===== config.mk =====
export PLATFORM = sky130hd
export DESIGN_NAME = mmu_burst_initiator
export DESIGN_NICKNAME = d
export VERILOG_FILES = /design/src/rtl/mmu_pkg.sv /design/src/rtl/mmu_region_decode.sv /design/src/rtl/mmu_burst_initiator.sv
export SDC_FILE = /design/constraint.sdc
export NUM_CORES = 1
export LEC_CHECK = 0
export ABC_AREA = 1
export BUFFER_PORTS_ARGS = -buffer_cell sky130_fd_sc_hd__buf_2
export CORE_MARGIN = 2
export CORE_UTILIZATION = 42
export CTS_BUF_LIST = sky130_fd_sc_hd__clkbuf_16
export DETAILED_ROUTE_END_ITERATION = 12
export HOLD_SLACK_MARGIN = 0.08
export PLACE_DENSITY = 0.88
export SLEW_MARGIN = 20
export SYNTH_ARGS = -nofsm -noshare
export SYNTH_HDL_FRONTEND = slang
export SYNTH_SLANG_ARGS = --single-unit

===== constraint.sdc =====
create_clock -name clk -period 2.65 [get_ports clk]
set_clock_uncertainty 0.05 [all_clocks]
set_input_delay 0.3975 -clock clk [delete_from_list [all_inputs] [get_ports clk]]
set_output_delay 0.3975 -clock clk [all_outputs]
set_load 0.05 [all_outputs]

===== src/rtl/mmu_pkg.sv =====
// Shared MMU address map: region encoding, base addresses, depths and the
// burst initiator FSM state type.
package mmu_pkg;

    localparam int MMU_ADDR_W   = 16;
    localparam int MMU_DATA_W   = 16;

    localparam int NEURON_DEPTH = 6;
    localparam int WEIGHT_DEPTH = 18;
    localparam int BIAS_DEPTH   = 7;

    localparam logic [15:0] NEURON_BASE = 16'h0000;
    localparam logic [15:0] WEIGHT_BASE = 16'h0100;
    localparam logic [15:0] BIAS_BASE   = 16'h0200;

    typedef enum logic [1:0] {
        REGION_NEURON  = 2'd0,
        REGION_WEIGHT  = 2'd1,
        REGION_BIAS    = 2'd2,
        REGION_ILLEGAL = 2'd3
    } region_e;

    typedef enum logic [1:0] {
        IDLE    = 2'd0,
        WR      = 2'd1,
        RD_WAIT = 2'd2,
        RD_OUT  = 2'd3
    } state_e;

endpackage


===== src/rtl/mmu_region_decode.sv =====
// Combinational region decode: (region, start, len) -> base, depth, legal.
// MMU_ADDR_WRAP_EN: when defined, bursts running past the region end are
// legal (the index wraps to 0); otherwise start+len>depth is rejected.
module mmu_region_decode import mmu_pkg::*; #(
    parameter int ADDR_W = MMU_ADDR_W
) (
    input  logic [1:0]        region,
    input  logic [4:0]        start,
    input  logic [4:0]        len,
    output logic [ADDR_W-1:0] base,
    output logic [4:0]        depth,
    output logic              legal
);

    // look up base address and size of the addressed region
    always_comb begin
        base  = '0;
        depth = '0;
        case (region_e'(region))
            REGION_NEURON: begin base = ADDR_W'(NEURON_BASE); depth = 5'(NEURON_DEPTH); end
            REGION_WEIGHT: begin base = ADDR_W'(WEIGHT_BASE); depth = 5'(WEIGHT_DEPTH); end
            REGION_BIAS:   begin base = ADDR_W'(BIAS_BASE);   depth = 5'(BIAS_DEPTH);   end
            default:       ;
        endcase
    end

`ifdef MMU_ADDR_WRAP_EN
    // depth==0 for the illegal region, so start<depth also rejects it
    assign legal = (region != 2'd3) && (len != 5'd0) && (start < depth);
`else
    logic [5:0] span;
    assign span  = {1'b0, start} + {1'b0, len};
    assign legal = (region != 2'd3) && (len != 5'd0) && (start < depth) &&
                   (span <= {1'b0, depth});
`endif

endmodule


===== src/rtl/mmu_burst_initiator.sv =====
// Burst initiator on the MMU port: one burst command becomes a run of
// single-word MMU accesses, fed by a write stream or drained to a read stream.
// MMU_ADDR_WRAP_EN (see mmu_region_decode) enables wrap-around bursts.
module mmu_burst_initiator import mmu_pkg::*; #(
    parameter int ADDR_W = MMU_ADDR_W,
    parameter int DATA_W = MMU_DATA_W
) (
    input  logic              clk,
    input  logic              rst,
    input  logic              cmd_valid,
    output logic              cmd_ready,
    input  logic              cmd_write,
    input  logic [1:0]        cmd_region,
    input  logic [4:0]        cmd_start,
    input  logic [4:0]        cmd_len,
    input  logic              wr_valid,
    output logic              wr_ready,
    input  logic [DATA_W-1:0] wr_data,
    output logic              rd_valid,
    input  logic              rd_ready,
    output logic [DATA_W-1:0] rd_data,
    output logic [ADDR_W-1:0] mem_addr,
    output logic              mem_we,
    output logic [DATA_W-1:0] mem_wdata,
    input  logic [DATA_W-1:0] mem_rdata,
    output logic              busy,
    output logic              err
);

    logic [ADDR_W-1:0] dec_base;
    logic [4:0]        dec_depth;
    logic              dec_legal;

    mmu_region_decode #(.ADDR_W(ADDR_W)) u_decode (
        .region (cmd_region),
        .start  (cmd_start),
        .len    (cmd_len),
        .base   (dec_base),
        .depth  (dec_depth),
        .legal  (dec_legal)
    );

    state_e            state;
    logic [4:0]        idx;
    logic [4:0]        count;
    logic [4:0]        depth_q;
    logic [ADDR_W-1:0] base_q;
    logic [4:0]        idx_next;

    // next word index; the wrap is only reachable when wrap-around bursts
    // pass the legality check, otherwise bursts end before the region end
    always_comb begin
        idx_next = idx + 5'd1;
        if (idx_next == depth_q)
            idx_next = 5'd0;
    end

    // handshake outputs decode from state; reset blocks every handshake
    assign cmd_ready = (state == IDLE) && !rst;
    assign wr_ready  = (state == WR) && !rst;
    assign mem_we    = wr_ready && wr_valid;
    assign mem_wdata = wr_data;
    assign rd_valid  = (state == RD_OUT) && !rst;
    assign rd_data   = mem_rdata;
    assign busy      = (state != IDLE);

    // burst sequencer: accept/reject commands, step the address per word
    always_ff @(posedge clk) begin
        if (rst) begin
            state    <= IDLE;
            mem_addr <= '0;
            idx      <= '0;
            count    <= '0;
            depth_q  <= '0;
            base_q   <= '0;
            err      <= 1'b0;
        end else begin
            err <= 1'b0;
            case (state)
                IDLE: begin
                    if (cmd_valid) begin
                        if (dec_legal) begin
                            base_q   <= dec_base;
                            depth_q  <= dec_depth;
                            idx      <= cmd_start;
                            count    <= cmd_len;
                            mem_addr <= dec_base + ADDR_W'(cmd_start);
                            state    <= cmd_write ? WR : RD_WAIT;
                        end else begin
                            // accepted and dropped
                            err <= 1'b1;
                        end
                    end
                end
                WR: begin
                    if (wr_valid) begin
                        if (count == 5'd1) begin
                            state <= IDLE;
                        end else begin
                            idx      <= idx_next;
                            count    <= count - 5'd1;
                            mem_addr <= base_q + ADDR_W'(idx_next);
                        end
                    end
                end
                RD_WAIT: begin
                    // address held one cycle so the MMU registers data_out
                    state <= RD_OUT;
                end
                RD_OUT: begin
                    if (rd_ready) begin
                        if (count == 5'd1) begin
                            state <= IDLE;
                        end else begin
                            idx      <= idx_next;
                            count    <= count - 5'd1;
                            mem_addr <= base_q + ADDR_W'(idx_next);
                            state    <= RD_WAIT;
                        end
                    end
                end
                default: state <= IDLE;
            endcase
        end
    end

endmodule


# Word-level counts from Yosys, hierarchy flattened

Cells that the tools add are included.

Register bits: 50
Input port bits: 50
Word-level logic and storage cells: 76

Add/sub/neg operators: 5
Magnitude comparators: 2
Eq/ne operators: 13
Multiplexer cells: 30
Bitwise operators: 2
Reductions and logical operators: 17

Operator list:

| operator                                                              | count |
|---|---|
| 16-bit 2-to-1 mux                                                     | 5 |
| 5-bit 2-to-1 mux                                                      | 11 |
| 16-bit one-hot mux with 3 select lines                                | 1 |
| 5-bit one-hot mux with 3 select lines                                 | 3 |
| 16-bit by 5-bit adder with 16-bit output                              | 2 |
| 10-bit one-hot mux with 2 select lines                                | 1 |
| 2-bit 2-to-1 mux                                                      | 7 |
| 2-bit != test, second input constant                                  | 5 |
| 5-bit AND reduction                                                   | 2 |
| 2-bit one-hot mux with 4 select lines                                 | 1 |
| 1-bit logical AND                                                     | 7 |
| 5-bit by 5-bit adder with 6-bit output                                | 1 |
| 2-bit equality test, second input constant                            | 3 |
| 6-bit by 5-bit less-or-equal comparator with 1-bit output             | 1 |
| 5-bit by 1-bit adder with 5-bit output, second input constant         | 1 |
| 5-bit by 1-bit equality test with 1-bit output, second input constant | 1 |
| 5-bit equality test                                                   | 1 |
| 5-bit less-than comparator                                            | 1 |
| 5-bit nonzero test                                                    | 1 |
| 5-bit by 1-bit subtractor with 5-bit output, second input constant    | 1 |
| 2-bit by 1-bit equality test with 1-bit output, second input constant | 2 |
| 2-bit logical NOT                                                     | 2 |
| 3-bit AND reduction                                                   | 1 |
| 3-bit nonzero test                                                    | 1 |
| other kinds (6)                                                       | 7 |

# Longest topological paths before layout

Gate-level depths: netlist (run 1).

Depth in word-level cells: 8
Mapped depth: 19
Mapped depth without buffers: 18

# Cells and area by module

From an unflattened synthesis (run 1), not the netlist that was laid out.

Cell total of the unflattened synthesis: 686
Area total of the unflattened synthesis: 4326.6 um2

By module, submodules not included:

| module              | instances | cells an instance | area each (um2) |
|---|---|---|---|
| mmu_burst_initiator | 1         | 598               | 3767.4 |
| mmu_region_decode   | 1         | 88                | 559.3 |

# Least setup slack after synthesis (run 1)

No wires, ideal clock.

Path kind: input port to flip-flop
From: input port cmd_start[0]
To: register count[4]
Library setup time: 0.113 ns
Arrival time: 2.563 ns
Data required time: 2.487 ns
Setup slack: -0.076 ns
Stages on the path: 14
Path buffers: 1
Path through: ha_1 -> inv_1 -> fa_1 -> o221ai_1 -> xor2_1 -> ha_1 -> or2_2 -> nand2_1 -> nand3_2 -> nand2_4 -> nand3_4 -> buf_6 -> nor2_1 -> nor2_1

Word-level cells in the longest chain between the ends: 5

RTL lines:

| item                                                                                           | line                                             | text |
|---|---|---|
| from (decl)                                                                                    | mmu_burst_initiator.sv:14                        | `input logic [4:0] cmd_start,` |
| 5-bit by 5-bit adder with 6-bit output or 5-bit less-than comparator (tied branches)           | mmu_region_decode.sv:32, mmu_region_decode.sv:33 |  |
| 6-bit by 5-bit less-or-equal comparator with 1-bit output or 1-bit logical AND (tied branches) | mmu_region_decode.sv:34, mmu_region_decode.sv:33 |  |
| 1-bit logical AND (*)                                                                          | mmu_region_decode.sv:33                          | `assign legal = (region != 2'd3) && (len != 5'd0) && (start < depth) &&` |
| 2-bit != test (no line) (*)                                                                    | -                                                |  |
| 5-bit AND reduction (no line) (*)                                                              | -                                                |  |
| to (signal assigned)                                                                           | mmu_burst_initiator.sv:86                        | `count <= cmd_len;` |
| to (signal assigned)                                                                           | mmu_burst_initiator.sv:101                       | `count <= count - 5'd1;` |
| to (signal assigned)                                                                           | mmu_burst_initiator.sv:116                       | `count <= count - 5'd1;` |
| to (decl)                                                                                      | mmu_burst_initiator.sv:45                        | `logic [4:0] count;` |

Every way passes the cells marked *; elsewhere a longest branch is shown, timed or not.
A chain may end at the register's enable or synchronous reset.

# Final worst setup path (run 1)

From: input port cmd_start[0]
To: register depth_q[2]

Word-level cells in the longest chain between the ends: 4

RTL lines:

| item                                                                                           | line                                             | text |
|---|---|---|
| 5-bit by 5-bit adder with 6-bit output or 5-bit less-than comparator (tied branches)           | mmu_region_decode.sv:32, mmu_region_decode.sv:33 |  |
| 6-bit by 5-bit less-or-equal comparator with 1-bit output or 1-bit logical AND (tied branches) | mmu_region_decode.sv:34, mmu_region_decode.sv:33 |  |
| 1-bit logical AND (*)                                                                          | mmu_region_decode.sv:33                          |  |
| 3-bit AND reduction (no line) (*)                                                              | -                                                |  |
| to (signal assigned)                                                                           | mmu_burst_initiator.sv:84                        | `depth_q <= dec_depth;` |
| to (decl)                                                                                      | mmu_burst_initiator.sv:46                        | `logic [4:0] depth_q;` |

Marks and branches as above.

==> results of run 1 <==
[final timing paths]
check                     end          from  slack (ns)  depth (start not counted)
setup reg to reg  mem_addr[8]      state[0]        0.63                          6
hold reg to reg    depth_q[1]    depth_q[1]        0.43                          2
hold / removal       state[1]           rst        0.35                          2
setup / recovery   depth_q[2]  cmd_start[0]        0.10                         16
[critical path, cell delays in order]
cell,delay [ns]
buf_2,0.11
ha_4,0.13
inv_1,0.05
fa_2,0.37
o221ai_2,0.20
xor2_1,0.09
ha_1,0.30
nand4_1,0.10
nand2_1,0.10
nand2_1,0.10
nand2_4,0.09
nand3_4,0.10
buf_4,0.15
nand3b_1,0.17
nor2_1,0.13
nor2_1,0.06
[metrics by stage]
| stage | setup TNS (ns) | cell area [µm²] |
|---|---|---|
| 2_1_floorplan | 0 | 2080 |
| 3_3_place_gp | -1.78 | 2010 |
| 3_5_place_dp | -3.02 | 2010 |
| 4_1_cts | 0 | 2090 |
| 5_1_grt | -0.210 | 2170 |
| 6_report | 0 | 2170 |
[state kept, by name, indices dropped and copies added (netlist names)]
register,count
depth_q,4
state,2
idx,4
count,5
err,1
mem_addr,3
[logic make-up after synthesis]
| logic type | share of synthesized area |
|---|---|
| adder cells (fa/ha/maj) | 0.102 |
| AO/OA/AOI/OAI | 0.0652 |
| multiplexers | 0.00983 |
| flip-flops | 0.187 |
| AND/OR/NAND/NOR | 0.344 |
| XOR/XNOR | 0.0215 |
| other | 0.00184 |
| buffers and inverters | 0.269 |
[what timing repair did]
item,in CTS,in global routing
buffers inserted,0,1
resized for setup,0,10
endpoints found under the setup margin,0,17
[cell usage in the layout, fill, tap and decap left out, types with 2 or more instances in the layout]
cell,Yosys,final
nand2_1,79,78
inv_1,46,47
nor2_1,42,42
buf_2,1,30
dfxtp_1,19,19
ha_1,15,14
nand4_1,12,12
nand3_1,11,11
buf_4,41,10
o21ai_0,9,9
conb_1,1,9
xor2_1,4,4
nor3_1,4,4
a21oi_1,4,4
nand3_4,1,3
clkbuf_16,0,3
inv_2,2,2
or2_4,0,2
nand3b_1,2,2
a21boi_0,2,2
mux2i_1,2,2
[final cells by class]
class	count	share of cell area
Clock buffer	3	0.0346
Clock inverter	1	0.00173
Inverter	49	0.0853
Multi-Input combinational cell	213	0.563
Sequential cell	19	0.175
Tap cell	54	0.0311
Timing Repair Buffer	41	0.109
[metal layers]
metal  part of all wire  track usage  vias to the layer above
met2               0.48        0.274                       58
met3              0.062       0.0398                        4
met1               0.44        0.190                      842
met4             0.0082       0.0485                        0
met5                  0            0                        -
li1                   -            -                      965
[power breakdown]
part / total (mW) / internal, mW / leakage (nW) / switching, mW
combinational: 0.709 / 0.234 / 1.01 / 0.475
sequential: 0.377 / 0.330 / 0.155 / 0.0464
clock: 0.308 / 0.201 / 0.0423 / 0.107
==> summary.txt, run 1 <==
STA
  – Worst slew pin tran: around 0.66 ns
  – Final period utilization: 0.961
  – Slew Limit Fails: 0
  – Final hold vios: 0
  – Final worst slack: 0.103 ns
  – Tmin final: 2.55 ns
  – Achievable Freq: roughly 390 MHz
  – Tightest hold margin: roughly 0.35 ns
  – Endpoints failing setup: 0
  – Slew margin rel.: 0.558

Layout
  – Fillers: 467
  – Area grow syn2layout: 6.64%
  – Layout net count: between 300 and 400
  – Post-layout util: 0.463
  – Antenna cells: 0
  – Multi-input gate area: 1220 µm²
  – Sequential Area: 380 µm²
  – Fin cells: between 300 and 400
  – Share of layout cells above drive strength 1: 0.199

Floorplan
  – Initial Utilization: 0.434
  – Io pins: 104
  – Die height: 73.6 µm
  – Core ar.: roughly 4700 µm²
  – Die X: 73.6 µm
  – Die area: 5420 µm²
  – Cell Rows: 25

Clocking
  – Clock transition at path regs: 0.06 ns
  – TritonCTS clock tree: yes
  – Max clock buf depth: 2
  – TritonCTS Buffers: 3
  – Clock Latency Late Sink: 0.25 ns
  – Post-CTS Hold Buffers: 0
  – Max H-tree Level: 1
  – Clock root buffer: clkbuf_16
  – Clock Sinks: 19

Yosys
  – Synth top cells by count: nand2_1 (79), inv_1 (46), nor2_1 (42)
  – Mapped Area: 2040 µm²
  – Synth top area cells: dfxtp_1 (19%), buf_4 (15%), nand2_1 (15%), ha_1 (9.2%), inv_1 (8.5%)
  – Syn_area_per_cell: between 6 and 7 µm²
  – Yosys top cell area share: 0.187
  – Seq/Total Area, Yosys: 0.187
  – Top_reg_cell synth: dfxtp_1
  – Yosys synthesis warning count: 0
  – Count leader, synth: nand2_1
  – Post-synth EDFFs: 0
  – Cells after Synth: 320
  – Synth area leader: dfxtp_1
  – Distinct cell type count after synthesis: 35
  – Yosys reg bits: 19
  – Async S/R FF share, synth: 0

Power and ir drop
  – Power Total: 1.39 mW
  – Peak VDD IR: 0.298 mV
  – Leak: 1.20 nW
  – PD cells: around 640 nW/µm²

Global routing
  – First-pass GRT wire length: a little under 7 mm
  – Largest net degree at the start of global routing: 20
  – Number of antenna violations at the first check in global routing: 0
  – GRT Overall Usage: 0.158
  – GR Overflow Total: 0
  – Vias in the first global route: 1703

Setup path
  – Critical Path AT: 2.64 ns
  – Crit end category: flip-flop
  – Critical Path Source Type: input pin
  – Kind of critical path: input pin to flip-flop
  – Largest fanout on the critical path: 3
  – CP required: 2.75 ns

Status
  – Status: finished, final reports clean

Routing
  – DRC violations left: 0
  – Post-route ant nets: 0
  – Routed WL: 4.40 mm
  – DR iter-0 viols: roughly 130
  – Avg WL per Cell: 11.6 µm
  – Detailed-route via count: 1869
  – Routed vias/inst: approximately 4.9
  – Pre-Repair DR Iteration Count: 4

Placement
  – Port Buffers: 30
  – Worst Setup Slack post-DPL: -0.211 ns
  – Placed Cells: approximately 370
  – Hpwl dp: about 3.4 mm
  – Gpl congestion: 0.901

Flow run
  – Max-cap violations: 0

Min path
  – Worst hold-check path type: input pin to flip-flop
No activity file was read; power rests on OpenSTA's default activity.
==> run 2: changes to the inputs <==
--- a/config.mk
+++ b/config.mk
@@ -5,14 +5,13 @@
 export SDC_FILE = /design/constraint.sdc
 export NUM_CORES = 1
 export LEC_CHECK = 0
-export ABC_AREA = 1
 export BUFFER_PORTS_ARGS = -buffer_cell sky130_fd_sc_hd__buf_2
 export CORE_MARGIN = 2
-export CORE_UTILIZATION = 42
+export CORE_UTILIZATION = 41
 export CTS_BUF_LIST = sky130_fd_sc_hd__clkbuf_16
 export DETAILED_ROUTE_END_ITERATION = 12
 export HOLD_SLACK_MARGIN = 0.08
-export PLACE_DENSITY = 0.88
+export PLACE_DENSITY = 0.87
 export SLEW_MARGIN = 20
 export SYNTH_ARGS = -nofsm -noshare
 export SYNTH_HDL_FRONTEND = slang
==> summary.txt, run 2 <==
Status
  – Status: finished, violations left
  – Violated checks: negative setup slack

Placement
  – Hpwl dp: 3.56 mm
  – Gpl congestion: around 0.85
  – Area post-placement: 1980 µm²
  – Port Buffers: 30

Global routing
  – Number of antenna violations at the first check in global routing: 0
  – Routing usage on met2: 0.299
  – Grt met1 use: 0.207
  – GRT Overall Usage: 0.175
  – Met3 Resource Use GR: 0.0345
  – Top Usage Layer GRT: met2
  – GR Overflow Total: 0
  – Largest net degree at the start of global routing: 23
  – First-pass GRT wire length: 7.51 mm
  – Vias in the first global route: 1672

Routing
  – Detailed-route via count: 1734
  – Routed vias/inst: 5.59
  – Pre-Repair DR Iteration Count: 4
  – Routed WL: 4.84 mm
  – DR iter-0 viols: 137
  – Post-route ant nets: 0
  – DRC violations left: 0
  – Avg WL per Cell: roughly 16 µm

Layout
  – Multi-input gate area: 1210 µm²
  – Fillers: 423
  – Most frequent cells in the layout: buf_2 (28), buf_4 (23), nor2_1 (22)
  – Sequential Area: between 300 and 400 µm²
  – Biggest regs: count x5, depth_q x4, idx x4
  – Layout net count: about 320
  – Antenna cells: 0
  – Area grow syn2layout: 11.9%
  – Most common cell after layout, fill and taps aside: buf_2
  – Largest register by flop count: count
  – Post-layout util: 0.469
  – Max reg flops: 5
  – Share of layout cells above drive strength 1: 0.359
  – Post-layout instance area: roughly 2200 µm²

STA
  – Slew Limit Fails: 0
  – Worst slew pin tran: 0.517 ns
  – Final period utilization: 1.06
  – Achievable Freq: 355 MHz
  – Final worst slack: -0.168 ns
  – Final hold vios: 0
  – Endpoints failing setup: 18
  – RSZ-0062 raised after global routing: yes
  – Tmin final: 2.82 ns
  – Slew margin rel.: 0.655

Power and ir drop
  – PD cells: 477 nW/µm²
  – Peak VDD IR: between 0.3 and 0.4 mV
  – Leak: 1.02 nW
  – Power Total: 1.04 mW

Yosys
  – Yosys top cell area share: 0.195
  – Distinct cell type count after synthesis: 55
  – Yosys synthesis warning count: 0
  – Post-synth EDFFs: 0
  – Mapped Area: 1950 µm²
  – Synth top cells by count: buf_4 (41), nor2_1 (23), dfxtp_1 (19)
  – Yosys reg bits: 19
  – Cells after Synth: between 200 and 250
  – Async S/R FF share, synth: 0
  – Top_reg_cell synth: dfxtp_1
  – Count leader, synth: buf_4
  – Seq/Total Area, Yosys: 0.195
  – Synth top area cells: dfxtp_1 (19%), buf_4 (16%), ha_1 (9.6%), nor2_1 (4.4%), a21oi_1 (3.6%)
  – Syn_area_per_cell: about 8.2 µm²
  – Synth area leader: dfxtp_1

Floorplan
  – Cell Rows: 25
  – Initial Utilization: 0.419
  – Io pins: 104
  – Core ar.: ~4700 µm²
  – Die X: 73.0 µm
  – Die height: roughly 73 µm
  – Die area: 5330 µm²

Clocking
  – Clock root buffer: clkbuf_16
  – Max H-tree Level: 1
  – Max clock buf depth: 2
  – TritonCTS Buffers: 3
  – Clock Latency Late Sink: 0.26 ns
  – TritonCTS clock tree: yes
  – Clock Sinks: 19
  – Clock transition at path regs: 0.06 ns
  – Post-CTS Hold Buffers: 0

Setup path
  – CP required: 2.77 ns
  – Crit end category: flip-flop
  – Largest fanout on the critical path: 4
  – Critical Path Source Type: input pin
  – Critical Path AT: 2.94 ns
  – Kind of critical path: input pin to flip-flop

Flow run
  – Max-cap violations: 0

Min path
  – Worst hold-check path type: input pin to flip-flop
-- run 2: cell count changes in the layout (fill, tap and decap cells not counted), moves of 4 or more --
cell	delta
buf_4	+13
a21oi_1	+8
nand2_1	-65
nand2b_1	+4
xnor2_1	+6
nand4_1	-12
o21ai_0	-7
o21ai_1	+4
buf_6	+4
a211oi_1	+6
inv_1	-37
nor2_1	-20
nand3_1	-4
-- run 2: report_power, final --
part / switching (mW) / internal (mW)
clock: 0.120 / 0.203
sequential: 0.0187 / 0.303
combinational: 0.236 / 0.163
total: 0.374 / 0.669
-- run 2: metal layers --
metal / routed length [µm] / part of all wire
met3: 397 / 0.082
met2: 2410 / 0.50
met1: 1930 / 0.40
met4: 108 / 0.022
met5: 0 / 0
-- run 2: timing repair --
| item | 4_1_cts | 5_1_grt |
|---|---|---|
| setup buffers | 2 | 3 |
| pin swaps | 17 | 11 |
| endpoints found under the hold margin | 0 | 0 |
| endpoints found under the setup margin | 18 | 18 |
| resized for setup | 17 | 7 |
| gates cloned | 0 | 1 |
-- run 2: logic make-up (layout without fill, tap and decap cells) --
| family | count (synthesis) | after routing | share of synthesized area |
|---|---|---|---|
| buffers and inverters | 63 | 74 | 0.236 |
| AND/OR/NAND/NOR | 76 | 76 | 0.210 |
| XOR/XNOR | 10 | 10 | 0.0525 |
| adder cells (fa/ha/maj) | 16 | 16 | 0.106 |
| other | 1 | 9 | 0.00192 |
| multiplexers | 5 | 5 | 0.0256 |
| flip-flops | 19 | 19 | 0.195 |
| AO/OA/AOI/OAI | 47 | 47 | 0.173 |
-- run 2: area by class of cell --
type / count / area share
timing repair buffer: 58 / 0.182
multi-input combinational: 163 / 0.555
tap: 54 / 0.0309
inverter: 12 / 0.0206
clock buffer: 3 / 0.0343
sequential: 19 / 0.174
clock inverter: 1 / 0.00229
-- run 2: critical path, stage by stage --
cell	delay, ns
buf_8	0.08
ha_4	0.13
inv_2	0.03
fa_2	0.35
inv_2	0.06
a21o_1	0.12
a21oi_2	0.06
xnor2_1	0.13
ha_1	0.32
nor2_2	0.12
and2b_1	0.20
mux2i_2	0.20
and4_4	0.28
buf_4	0.12
buf_4	0.12
nor2_1	0.04
a211oi_1	0.18
-- run 2: through the flow --
step | setup TNS (ns) | instances | worst slack [ns] | hold WS [ns]
CTS | -1.35 | 306 | -0.163 | 0.338
global placement | -6.44 | 300 | -0.450 | 0.417
floorplan | -2.12 | 245 | -0.184 | 0.407
detailed placement | -9.17 | 300 | -0.604 | 0.423
global route | -4.44 | 310 | -0.304 | 0.360
finish | -1.81 | 310 | -0.168 | 0.336
-- run 2: final timing paths --
| path | start | end | slack [ns] | cells past startpoint |
|---|---|---|---|---|
| max | cmd_len[0] | depth_q[2] | -0.17 | 17 |
| max reg2reg | idx[0] | idx[2] | 0.74 | 7 |
| min | cmd_valid | err | 0.34 | 3 |
| min reg2reg | depth_q[1] | depth_q[1] | 0.44 | 2 |
